==> config.mk <==
export PLATFORM = sky130hd
export DESIGN_NAME = ctrl_pipe_param
export DESIGN_NICKNAME = d
export VERILOG_FILES = /design/src/rtl/ctrl_pkg.sv /design/src/rtl/cond_eval.sv /design/src/rtl/ctrl_pipe_param.sv
export SDC_FILE = /design/constraint.sdc
export NUM_CORES = 1
export LEC_CHECK = 0
export CORE_AREA = 8 8 78 80
export DETAILED_ROUTE_END_ITERATION = 6
export DIE_AREA = 0 0 86 88
export PLACE_DENSITY = 0.71
export SLEW_MARGIN = 20
export SYNTH_ARGS = -nofsm -noshare
export SYNTH_HDL_FRONTEND = slang
export SYNTH_SLANG_ARGS = --single-unit
export TNS_END_PERCENT = 5
==> constraint.sdc <==
create_clock -name clk -period 4.55 [get_ports clk]
set_input_delay 0.91 -clock clk [delete_from_list [all_inputs] [get_ports clk]]
set_output_delay 0.91 -clock clk [all_outputs]
set_load 0.01 [all_outputs]
==> src/rtl/ctrl_pkg.sv <==
`default_nettype none
// ============================================================================
// Module   : ctrl_pkg
// Purpose  : Shared definitions for the control-path pipeline: ARM condition
//            codes, NZCV flag bit positions and the per-stage control bits.
// Revision : 1.0 - initial release
// ============================================================================
package ctrl_pkg;

    // ARM condition field encodings (InstrD[31:28]); 4'b1111 behaves as AL.
    localparam logic [3:0] c_condEQ = 4'b0000;
    localparam logic [3:0] c_condNE = 4'b0001;
    localparam logic [3:0] c_condCS = 4'b0010;
    localparam logic [3:0] c_condCC = 4'b0011;
    localparam logic [3:0] c_condMI = 4'b0100;
    localparam logic [3:0] c_condPL = 4'b0101;
    localparam logic [3:0] c_condVS = 4'b0110;
    localparam logic [3:0] c_condVC = 4'b0111;
    localparam logic [3:0] c_condHI = 4'b1000;
    localparam logic [3:0] c_condLS = 4'b1001;
    localparam logic [3:0] c_condGE = 4'b1010;
    localparam logic [3:0] c_condLT = 4'b1011;
    localparam logic [3:0] c_condGT = 4'b1100;
    localparam logic [3:0] c_condLE = 4'b1101;
    localparam logic [3:0] c_condAL = 4'b1110;

    // Bit positions inside the {N,Z,C,V} flag vector.
    localparam int c_flagN = 3;
    localparam int c_flagZ = 2;
    localparam int c_flagC = 1;
    localparam int c_flagV = 0;

    // Control bits carried by every stage register. The opaque payload is
    // width-parameterised, so the owning module wraps this struct together
    // with a payload field of its own CTRL_W.
    typedef struct packed {
        logic regWrite;
        logic memWrite;
        logic memtoReg;
        logic pcSrc;
    } ctrlBits_t;

endpackage : ctrl_pkg
`default_nettype wire

==> src/rtl/cond_eval.sv <==
`default_nettype none
// ============================================================================
// Module   : cond_eval
// Purpose  : Combinational ARM condition-code check against an NZCV vector.
// Ports    : Cond   in  4  condition field
//            Flags  in  4  {N,Z,C,V}
//            CondEx out 1  1 when the condition passes
// Revision : 1.0 - initial release
// ============================================================================
module cond_eval
    import ctrl_pkg::*;
(
    input  logic [3:0] Cond,
    input  logic [3:0] Flags,
    output logic       CondEx
);

    logic w_n;
    logic w_z;
    logic w_c;
    logic w_v;
    logic w_ge;

    assign w_n  = Flags[c_flagN];
    assign w_z  = Flags[c_flagZ];
    assign w_c  = Flags[c_flagC];
    assign w_v  = Flags[c_flagV];
    assign w_ge = (w_n == w_v);

    always_comb begin
        CondEx = 1'b1;
        case (Cond)
            c_condEQ: CondEx = w_z;
            c_condNE: CondEx = ~w_z;
            c_condCS: CondEx = w_c;
            c_condCC: CondEx = ~w_c;
            c_condMI: CondEx = w_n;
            c_condPL: CondEx = ~w_n;
            c_condVS: CondEx = w_v;
            c_condVC: CondEx = ~w_v;
            c_condHI: CondEx = w_c & ~w_z;
            c_condLS: CondEx = ~w_c | w_z;
            c_condGE: CondEx = w_ge;
            c_condLT: CondEx = ~w_ge;
            c_condGT: CondEx = ~w_z & w_ge;
            c_condLE: CondEx = w_z | ~w_ge;
            default:  CondEx = 1'b1;    // AL and the unused 4'b1111
        endcase
    end

endmodule : cond_eval
`default_nettype wire

==> src/rtl/ctrl_pipe_param.sv <==
`default_nettype none
// ============================================================================
// Module   : ctrl_pipe_param
// Purpose  : Control-path pipeline from Execute to Writeback. Applies ARM
//            condition gating, keeps the NZCV register, resolves branches
//            early in Decode, reports PC-write hazards and holds Execute for
//            iterative multi-cycle operations.
// Ports    : clk, reset (async, active-high)
//            FlushE                        bubble into E (ignored while busy)
//            CondD, FlagWriteD, *D         decoded controls / payload CtrlD
//            ALUFlagsE                     {N,Z,C,V} from the ALU
//            BranchTakenD, CondExE, BusyE  combinational status
//            FlagsQ                        architectural flags
//            MemWriteM, RegWriteM          stage-2 gated controls
//            RegWriteW, MemtoRegW, PCSrcW, CtrlW   final-stage controls
//            PCWrPendingF                  PC write in flight
// Revision : 1.0 - initial release
// ============================================================================
module ctrl_pipe_param
    import ctrl_pkg::*;
#(
    parameter int NSTAGES    = 3,
    parameter int CTRL_W     = 8,
    parameter int MUL_CYCLES = 3
) (
    input  logic              clk,
    input  logic              reset,
    input  logic              FlushE,
    input  logic [3:0]        CondD,
    input  logic [1:0]        FlagWriteD,
    input  logic              RegWriteD,
    input  logic              MemWriteD,
    input  logic              MemtoRegD,
    input  logic              PCSrcD,
    input  logic              BranchD,
    input  logic              NoWriteD,
    input  logic              MultiCycleD,
    input  logic [CTRL_W-1:0] CtrlD,
    input  logic [3:0]        ALUFlagsE,
    output logic              BranchTakenD,
    output logic              CondExE,
    output logic              BusyE,
    output logic [3:0]        FlagsQ,
    output logic              MemWriteM,
    output logic              RegWriteM,
    output logic              RegWriteW,
    output logic              MemtoRegW,
    output logic              PCSrcW,
    output logic [CTRL_W-1:0] CtrlW,
    output logic              PCWrPendingF
);

    typedef struct packed {
        ctrlBits_t         ctl;
        logic [CTRL_W-1:0] payload;
    } stage_t;

    localparam int                c_cntW    = $clog2(MUL_CYCLES) + 1;
    localparam logic [c_cntW-1:0] c_cntLast = c_cntW'(MUL_CYCLES - 1);

    // ---------------- Stage-1 (E) register ----------------
    stage_t            w_bundleD;
    stage_t            r_bundleE;
    logic              r_noWriteE;
    logic [1:0]        r_flagWriteE;
    logic [3:0]        r_condE;
    logic              r_multiCycleE;
    logic [c_cntW-1:0] r_cnt;
    logic [3:0]        r_flagsQ;
    logic [3:0]        w_flagsNext;
    logic              w_condExE;
    logic              w_condExD;
    logic              w_busyE;
    stage_t            w_gatedE;

    always_comb begin
        w_bundleD.ctl.regWrite = RegWriteD;
        w_bundleD.ctl.memWrite = MemWriteD;
        w_bundleD.ctl.memtoReg = MemtoRegD;
        w_bundleD.ctl.pcSrc    = PCSrcD;
        w_bundleD.payload      = CtrlD;
    end

    // Busy outranks flush: a held multi-cycle op must not be discarded.
    always_ff @(posedge clk or posedge reset) begin
        if (reset) begin
            r_bundleE     <= '0;
            r_noWriteE    <= 1'b0;
            r_flagWriteE  <= 2'b00;
            r_condE       <= 4'b0000;
            r_multiCycleE <= 1'b0;
        end else if (!w_busyE) begin
            if (FlushE) begin
                r_bundleE     <= '0;
                r_noWriteE    <= 1'b0;
                r_flagWriteE  <= 2'b00;
                r_condE       <= 4'b0000;
                r_multiCycleE <= 1'b0;
            end else begin
                r_bundleE     <= w_bundleD;
                r_noWriteE    <= NoWriteD;
                r_flagWriteE  <= FlagWriteD;
                r_condE       <= CondD;
                r_multiCycleE <= MultiCycleD;
            end
        end
    end

    cond_eval u_condE (
        .Cond   (r_condE),
        .Flags  (r_flagsQ),
        .CondEx (w_condExE)
    );

    // Early branch resolution sees the flags the E instruction is writing now.
    cond_eval u_condD (
        .Cond   (CondD),
        .Flags  (w_flagsNext),
        .CondEx (w_condExD)
    );

    // ---------------- Multi-cycle occupancy ----------------
    // cnt counts busy cycles; the final E cycle has cnt == MUL_CYCLES-1 and
    // is not busy, so the op spends MUL_CYCLES cycles in E in total.
    assign w_busyE = r_multiCycleE & w_condExE & (r_cnt < c_cntLast);

    always_ff @(posedge clk or posedge reset) begin
        if (reset)        r_cnt <= '0;
        else if (w_busyE) r_cnt <= r_cnt + c_cntW'(1);
        else              r_cnt <= '0;
    end

    // ---------------- Flags ----------------
    always_comb begin
        w_flagsNext = r_flagsQ;
        if (w_condExE && !w_busyE) begin
            if (r_flagWriteE[1]) begin
                w_flagsNext[c_flagN] = ALUFlagsE[c_flagN];
                w_flagsNext[c_flagZ] = ALUFlagsE[c_flagZ];
            end
            if (r_flagWriteE[0]) begin
                w_flagsNext[c_flagC] = ALUFlagsE[c_flagC];
                w_flagsNext[c_flagV] = ALUFlagsE[c_flagV];
            end
        end
    end

    always_ff @(posedge clk or posedge reset) begin
        if (reset) r_flagsQ <= 4'b0000;
        else       r_flagsQ <= w_flagsNext;
    end

    // ---------------- Condition gating at E ----------------
    always_comb begin
        w_gatedE              = r_bundleE;
        w_gatedE.ctl.regWrite = r_bundleE.ctl.regWrite & w_condExE & ~r_noWriteE;
        w_gatedE.ctl.memWrite = r_bundleE.ctl.memWrite & w_condExE;
        w_gatedE.ctl.pcSrc    = r_bundleE.ctl.pcSrc & w_condExE;
    end

    // ---------------- Stages 2..NSTAGES ----------------
    stage_t [NSTAGES:2] w_stageQ;

    for (genvar i = 2; i <= NSTAGES; i++) begin : g_stage
        stage_t r_q;
        if (i == 2) begin : g_head
            // Bubbles enter behind a held op until it completes.
            always_ff @(posedge clk or posedge reset) begin
                if (reset)        r_q <= '0;
                else if (w_busyE) r_q <= '0;
                else              r_q <= w_gatedE;
            end
        end else begin : g_tail
            always_ff @(posedge clk or posedge reset) begin
                if (reset) r_q <= '0;
                else       r_q <= w_stageQ[i-1];
            end
        end
        assign w_stageQ[i] = r_q;
    end

    // ---------------- PC-write hazard ----------------
    logic w_pipePend;

    always_comb begin
        w_pipePend = 1'b0;
        for (int k = 2; k < NSTAGES; k++) begin
            w_pipePend = w_pipePend | w_stageQ[k].ctl.pcSrc;
        end
    end

    // E contributes its raw PCSrc: its condition may still change the flags.
    assign PCWrPendingF = PCSrcD | r_bundleE.ctl.pcSrc | w_pipePend;

    // ---------------- Outputs ----------------
    assign BranchTakenD = BranchD & w_condExD;
    assign CondExE      = w_condExE;
    assign BusyE        = w_busyE;
    assign FlagsQ       = r_flagsQ;
    assign MemWriteM    = w_stageQ[2].ctl.memWrite;
    assign RegWriteM    = w_stageQ[2].ctl.regWrite;
    assign RegWriteW    = w_stageQ[NSTAGES].ctl.regWrite;
    assign MemtoRegW    = w_stageQ[NSTAGES].ctl.memtoReg;
    assign PCSrcW       = w_stageQ[NSTAGES].ctl.pcSrc;
    assign CtrlW        = w_stageQ[NSTAGES].payload;

    // Store intent has already been consumed by the memory stage.
    logic w_unused;
    assign w_unused = &{1'b0, w_stageQ[NSTAGES].ctl.memWrite};

endmodule : ctrl_pipe_param
`default_nettype wire

==> results of run 1 <==
-- per-stage QoR --
stage | instance area [um^2] | setup WS [ns] | power (mW) | utilization (%) | hold slack [ns]
3_5_place_dp | 2640 | 0.5678 | 1.494 | 53.74 | 0.3347
6_report | 2728 | 0.2082 | 1.726 | 55.53 | 0.3495
4_1_cts | 2726 | 0.2049 | 1.746 | 55.50 | 0.3554
2_1_floorplan | 2103 | 1.114 | 1.193 | - | 0.3312
3_3_place_gp | 2640 | 0.5913 | 1.474 | 53.74 | 0.3316
5_1_grt | 2728 | 0.005385 | 1.856 | 55.53 | 0.3606
-- sequential cells by signal, summed over array words and instances (netlist names) --
signal and flops:
r_multiCycleE 1, r_flagWriteE 2, MemWriteM 1, PCSrcW 1, RegWriteM 1, r_condE 4, FlagsQ 4, CtrlW 8
r_noWriteE 1, RegWriteW 1, g_stage.r_q 9, MemtoRegW 1, w_pipePend 1, r_bundleE 12, r_cnt 3
-- worst max-delay path, cell delays in order, from the launching register on --
cell             delay, ns
dfrtp_1               0.49
mux2i_1               0.18
or3_1                 0.32
a32o_2                0.32
a31oi_4               0.21
mux2i_1               0.16
mux4_2                0.50
xnor2_1               0.14
o32ai_1               0.22
clkdlybuf4s50_1       0.58
-- routing by layer --
layer,vias to the layer above,track usage [%]
met4,0,5.255
met3,6,3.002
met1,708,14.82
met5,-,0
li1,729,-
met2,45,19.10
-- cells in the final DEF, fill, tap and decap left out, types with 2 or more instances in the layout --
master,instances
o21ai_0,2
nor2_1,15
a31oi_4,2
or3_1,4
inv_1,27
and2_1,2
nor3_1,3
mux2i_1,5
clkdlybuf4s50_1,48
xnor2_1,2
o21ai_1,19
nand3_1,4
dfrtp_1,50
clkbuf_8,5
nand3b_1,17
nand2_1,6
a2bb2oi_1,2
clkinv_2,2
nor4_1,2
a21oi_1,3
-- cell families after synthesis --
kind of cell	Yosys count	synth area share [%]
and+or+nand+nor	57	15.29
DFF	50	59.49
buffers and inverters	37	7.019
AOI/OAI and AO/OA	33	11.18
muxes	7	4.105
xor gates and xnor gates	4	2.320
adders and majority gates	1	0.5948
-- how the worst max path moves through the flow --
stage | depth (start not counted) | startpoint | endpoint | slack [ns]
global route | 9 | FlagsQ[0]$_DFF_PP0_ | BranchTakenD | 0.005
CTS | 9 | r_condE[1]$_DFFE_PP0N_ | BranchTakenD | 0.20
finish | 9 | r_condE[1]$_DFFE_PP0N_ | BranchTakenD | 0.21
global placement | 9 | r_condE[1]$_DFFE_PP0N_ | BranchTakenD | 0.59
floorplan | 9 | r_condE[1]$_DFFE_PP0N_ | BranchTakenD | 1.11
detailed placement | 9 | r_condE[1]$_DFFE_PP0N_ | BranchTakenD | 0.57
-- layout make-up --
| cell class | instances | area [um^2] |
|---|---|---|
| tap | 70 | 87.58 |
| inverter | 29 | 110.1 |
| fill | 434 | 2185 |
| timing repair buffer | 49 | 488.0 |
| clock buffer | 6 | 72.57 |
| multi-input combinational | 102 | 704.4 |
| clock inverter | 2 | 13.76 |
| sequential | 50 | 1251 |
-- Yosys cell counts, types with 3 or more instances --
| cell | n | area, um^2 |
|---|---|---|
| nor2_1 | 15 | 56.30 |
| nor3_1 | 3 | 15.01 |
| nand3_1 | 4 | 20.02 |
| or3_1 | 4 | 25.02 |
| dfrtp_1 | 50 | 1251 |
| a21oi_1 | 3 | 15.01 |
| inv_1 | 28 | 105.1 |
| nand3b_1 | 17 | 127.6 |
| mux2i_1 | 5 | 50.05 |
| o21ai_1 | 19 | 95.09 |
| clkbuf_1 | 6 | 22.52 |
| nand2_1 | 6 | 22.52 |
-- report_power, final --
| group | switching [mW] | internal [mW] |
|---|---|---|
| combinational | 0.415 | 0.354 |
| sequential | 0.0970 | 0.609 |
| clock | 0.142 | 0.109 |
==> flow_summary.yaml, run 1 <==
synth:
  syn_avg_cell_area_um2: 11.13
  synthArstFlopShare_pct: 100.0
  synthCells: 189
  ys_types: 35
  synth.yosys.seq_area_share_pct: 59.49
  ys_seq_elements: 50
  syn-cell-area_mm2: 0.002103
  synth_nets: 218
  synth_flop_cell: "dfrtp_1"
  synth_warnings: 0
  synth_edf_count: 0
floorplanning:
  start_util_pct: 42.82
  fp.dieH_um: 88
  die_area_mm2: 0.007568
  dieWidth_um: 86
  fp-row-count: 26
  io_pins: 49
  design.core.area_mm2: 0.004912
flow_run:
  drv_cap: 0
drt:
  totalWireLength_um: 4190
  routedLengthMet1_um: 1934
  met3_length_um: 189
  wire_per_inst_um: 13.60
  vias: 1488
  drc: 0
  vias_per_cell: 4.831
  firstDrtPassIters: 4
  routed.top_layer: "met4"
  antenna_left: 0
  wl_met2_um: 1993
  drtIter0Drc: 61
grt:
  grt_pass1_wl_um: 7120
  grt_pass1_vias: 1494
  grt_max_degree: 51
  gr-total-overflow: 0
  grt_util_all_layers_pct: 11.91
  antenna_found_initial: 0
sta:
  rsz0062_at_grt: "no"
  fin_crit_ns: 4.342
  post-route-period-util_pct: 95.42
  finalSetupViolCount: 0
  skew_ns: 0.005626
  drv_slew: 0
  finalHoldViolCount: 0
  slew_headroom_pct: 45.55
  tightest_slew_ns: 0.8158
  setup_tns_ns: 0
  fmax_mhz: 230.3
cts:
  cts_tree: "built"
  path_clk_slew_ns: 0.09
  clkLatencyLatePin_ns: 0.30
  cts_buffers: 5
  ctsHoldBuffers: 0
  cts_max_level: 2
  clockBufferDepth: 2
  post-cts-setup-buffer-count: 0
  root_buffer: "clkbuf_8"
  ctsResizeCount: 0
  clock_sinks: 50
place:
  routabilityCongestion: 0.8192
  port_buffers: 48
  dp_cells: 300
  hpwl_um: 3030
worst_hold_path:
  hp-class: "reg -> reg"
  hold_path_depth: 0
  min-delay-start: "g_stage[2].r_q[7]$_DFF_PP0_"
  min_to: "CtrlW[7]$_DFF_PP0_"
setup_path:
  endpoint_kind: "output port"
  start_kind: "flop"
  reg2reg_to: "r_condE[3]$_DFFE_PP0N_"
  r2r_start: "FlagsQ[0]$_DFF_PP0_"
  crit_arrival_ns: 3.43
  ff2ff_path_depth: 8
  reg2reg_slack_ns: 2.19
  path_max_fanout: 7
  crit_required_ns: 3.64
  critical_path_class: "reg -> out"
finish:
  stdcell_count: 308
  layout-drive-gt1-share_pct: 6.723
  diodes: 0
  nNetsFinal: 266
  syn_to_final_growth_pct: 29.68
power_and_ir_drop:
  irDropWorstVdd_mv: 0.2472
  p_leak_nw: 1.210
  power.density_mw_per_mm2: 632.9
status:
  outcome: "complete, no violations"
Note: power is estimated with default switching activity, not from simulation.
==> inputs of run 2 (changes only) <==
ABC_AREA = 1   (was not set)
CORE_AREA = 8 8 80 82   (was 8 8 78 80)
DIE_AREA = 0 0 88 90   (was 0 0 86 88)
PLACE_DENSITY = 0.74   (was 0.71)
clock period = 3.9 ns   (was 4.55 ns; I/O delays follow)
==> run 2 against run 1 <==
Compared with the run above:
- worst setup slack improved by 0.16 ns
- power rose by 13%
- combinational power rose by 16%
- clock skew rose by 0.0022 ns
- via count rose by 25%
- routed wire length rose by 17%
- flip-flop and latch count did not move
- sequential share of layout area fell by 2.7 points
- highest routed layer unchanged
==> flow_summary.yaml, run 2 <==
drt:
  routed.top_layer: "met4"
  wire_per_inst_um: 12.48
  firstDrtPassIters: 4
  met3_length_um: 338
  drc: 0
  vias: 1864
  vias_per_cell: 4.755
  drtIter0Drc: 114
  antenna_left: 0
  wl_met2_um: 2322
  routedLengthMet1_um: 2148
  totalWireLength_um: 4893
floorplanning:
  fp.dieH_um: 90
  die_area_mm2: 0.007920
  design.core.area_mm2: 0.005236
  fp-row-count: 27
  start_util_pct: 43.13
  io_pins: 49
  dieWidth_um: 88
sta:
  finalSetupViolCount: 0
  fin_crit_ns: 3.529
  fmax_mhz: 283.4
  post-route-period-util_pct: 90.48
  slew_headroom_pct: 44.85
  drv_slew: 0
  skew_ns: 0.007849
  tightest_slew_ns: 0.8262
  rsz0062_at_grt: "no"
  setup_tns_ns: 0
  finalHoldViolCount: 0
synth:
  synth_commonest_cells: "nand2_1 (51), dfrtp_1 (50), nand3_1 (37)"
  yosysMostFrequentCell: "nand2_1"
  synth_top_area_share_pct: 55.40
  synth_warnings: 0
  syn_avg_cell_area_um2: 8.365
  synthArstFlopShare_pct: 100.0
  ys_seq_elements: 50
  synth_area_leaders: "dfrtp_1 (55%), nand2_1 (8.5%), nand3_1 (8.2%), inv_1 (5.7%), nor2_1 (5.5%)"
  synthCells: 270
  syn-cell-area_mm2: 0.002258
  synth_nets: 299
  synth.yosys.seq_area_share_pct: 55.40
  synth_flop_cell: "dfrtp_1"
  yosys.area.top_type: "dfrtp_1"
  synth_edf_count: 0
  ys_types: 21
finish:
  diodes: 0
  largest-register: "r_bundleE"
  largest_reg_flops: 12
  syn_to_final_growth_pct: 28.48
  fin_util_pct: 55.41
  fill_cells: 488
  mostFrequentLayoutCell: "nand2_1"
  nNetsFinal: 348
  final_cell_mix: "nand2_1 (51), dfrtp_1 (50), clkdlybuf4s50_1 (48)"
  layout-drive-gt1-share_pct: 10.31
setup_path:
  crit_required_ns: 3.12
  path_max_fanout: 7
  start_kind: "flop"
  endpoint_kind: "output port"
  crit_arrival_ns: 2.75
  critical_path_class: "reg -> out"
place:
  hpwl_um: 3550
  port_buffers: 48
  routabilityCongestion: 0.8658
status:
  outcome: "complete, no violations"
grt:
  grt_max_degree: 51
  grt_pass1_wl_um: 8300
  grt_pass1_vias: 1754
  antenna_found_initial: 0
  grt_util_all_layers_pct: 13.05
  gr-total-overflow: 0
cts:
  cts_buffers: 5
  ctsHoldBuffers: 0
  clockBufferDepth: 2
  cts_tree: "built"
  cts_max_level: 2
  root_buffer: "clkbuf_8"
  path_clk_slew_ns: 0.09
  ctsResizeCount: 0
  post-cts-setup-buffer-count: 0
  clock_sinks: 50
  clkLatencyLatePin_ns: 0.30
power_and_ir_drop:
  intPower_mw: 1.160
  clockPowerShare_pct: 15.1
  p_leak_nw: 1.429
  fin_total_pwr_mw: 1.948
  p_switching_mw: 0.7886
  swShare_pct: 40.48
  irDropWorstVdd_mv: 0.2932
  share_comb_of_total_power_pct: 45.6
  seqPwrFrac_pct: 39.3
  power.density_mw_per_mm2: 671.5
worst_hold_path:
  hp-class: "reg -> reg"
flow_run:
  drv_cap: 0
## run 2: routing by layer
metal	track usage [%]	up-vias
li1	-	949
met4	5.882	0
met3	3.276	8
met1	16.98	846
met5	0	-
met2	19.71	61
## run 2: cell type report
cell class	instances	area, um^2	area share, %
sequential	50	1251	43.12
tap	72	90.09	3.105
inverter	41	157.7	5.433
multi-input combinational	172	824.5	28.42
timing repair buffer	49	488.0	16.82
clock buffer	5	68.82	2.372
clock inverter	3	21.27	0.7331
## run 2: kinds of logic after synthesis
| logic type | count (synthesis) | synth area share (%) |
|---|---|---|
| buf+inv | 48 | 8.089 |
| simple gates | 145 | 30.03 |
| fa+ha+maj | 1 | 0.5539 |
| compound gates | 26 | 5.928 |
| flops | 50 | 55.40 |
## run 2: worst paths after layout
kind	from	endpoint	slack (ns)	cells after the start
worst max-delay path	FlagsQ[0]$_DFF_PP0_	BranchTakenD	0.37	20
worst min-delay path	g_stage[2].r_q[5]$_DFF_PP0_	CtrlW[5]$_DFF_PP0_	0.35	0
worst max register to register	FlagsQ[0]$_DFF_PP0_	r_condE[2]$_DFFE_PP0N_	1.99	12
worst min register to register	g_stage[2].r_q[5]$_DFF_PP0_	CtrlW[5]$_DFF_PP0_	0.35	0
max in group asynchronous	reset	FlagsQ[2]$_DFF_PP0_	2.47	2
min in group asynchronous	reset	r_bundleE[6]$_DFFE_PP0N_	0.92	2
## run 2: worst max-delay path, stage by stage (launching register included)
cell and delay, ns:
dfrtp_1 0.42, inv_1 0.13, nand2_1 0.12, nand2_1 0.07, nand2_1 0.04, nand3_1 0.06
nand2_1 0.06, nor2_2 0.12, nand2_4 0.10, nand2_4 0.13, nand2_2 0.07, nand2_1 0.12
nand3_1 0.08, nand2_1 0.07, inv_1 0.04, nand2_1 0.07, nor2_1 0.05, nand3_1 0.07
nand2_1 0.05, inv_1 0.04, clkdlybuf4s50_1 0.53
## run 2: power by group through the flow
| stage | combinational (mW) | clock [mW] | sequential [mW] |
|---|---|---|---|
| detailed placement | 0.899 | 0 | 0.776 |
| finish | 0.889 | 0.294 | 0.765 |
| global route | 0.993 | 0.321 | 0.784 |
| floorplan | 0.551 | 0 | 0.789 |
| CTS | 0.902 | 0.305 | 0.765 |
| global placement | 0.886 | 0 | 0.770 |
## run 2: metrics by stage
step / setup WS [ns] / std cells / instance area (um^2) / hold slack (ns)
2_1_floorplan: 1.357 / 270 / 2258 / 0.3312
3_3_place_gp: 0.4683 / 384 / 2810 / 0.3313
3_5_place_dp: 0.3911 / 384 / 2810 / 0.3356
4_1_cts: 0.3514 / 392 / 2900 / 0.3577
5_1_grt: 0.05103 / 392 / 2902 / 0.3604
6_report: 0.3713 / 392 / 2902 / 0.3543
==> inputs of run 3 (changes only) <==
GPL_ROUTABILITY_DRIVEN = 0   (was not set)
==> results of run 3 <==
Same layout as run 2: the final DEF is identical, and so are final timing and power.
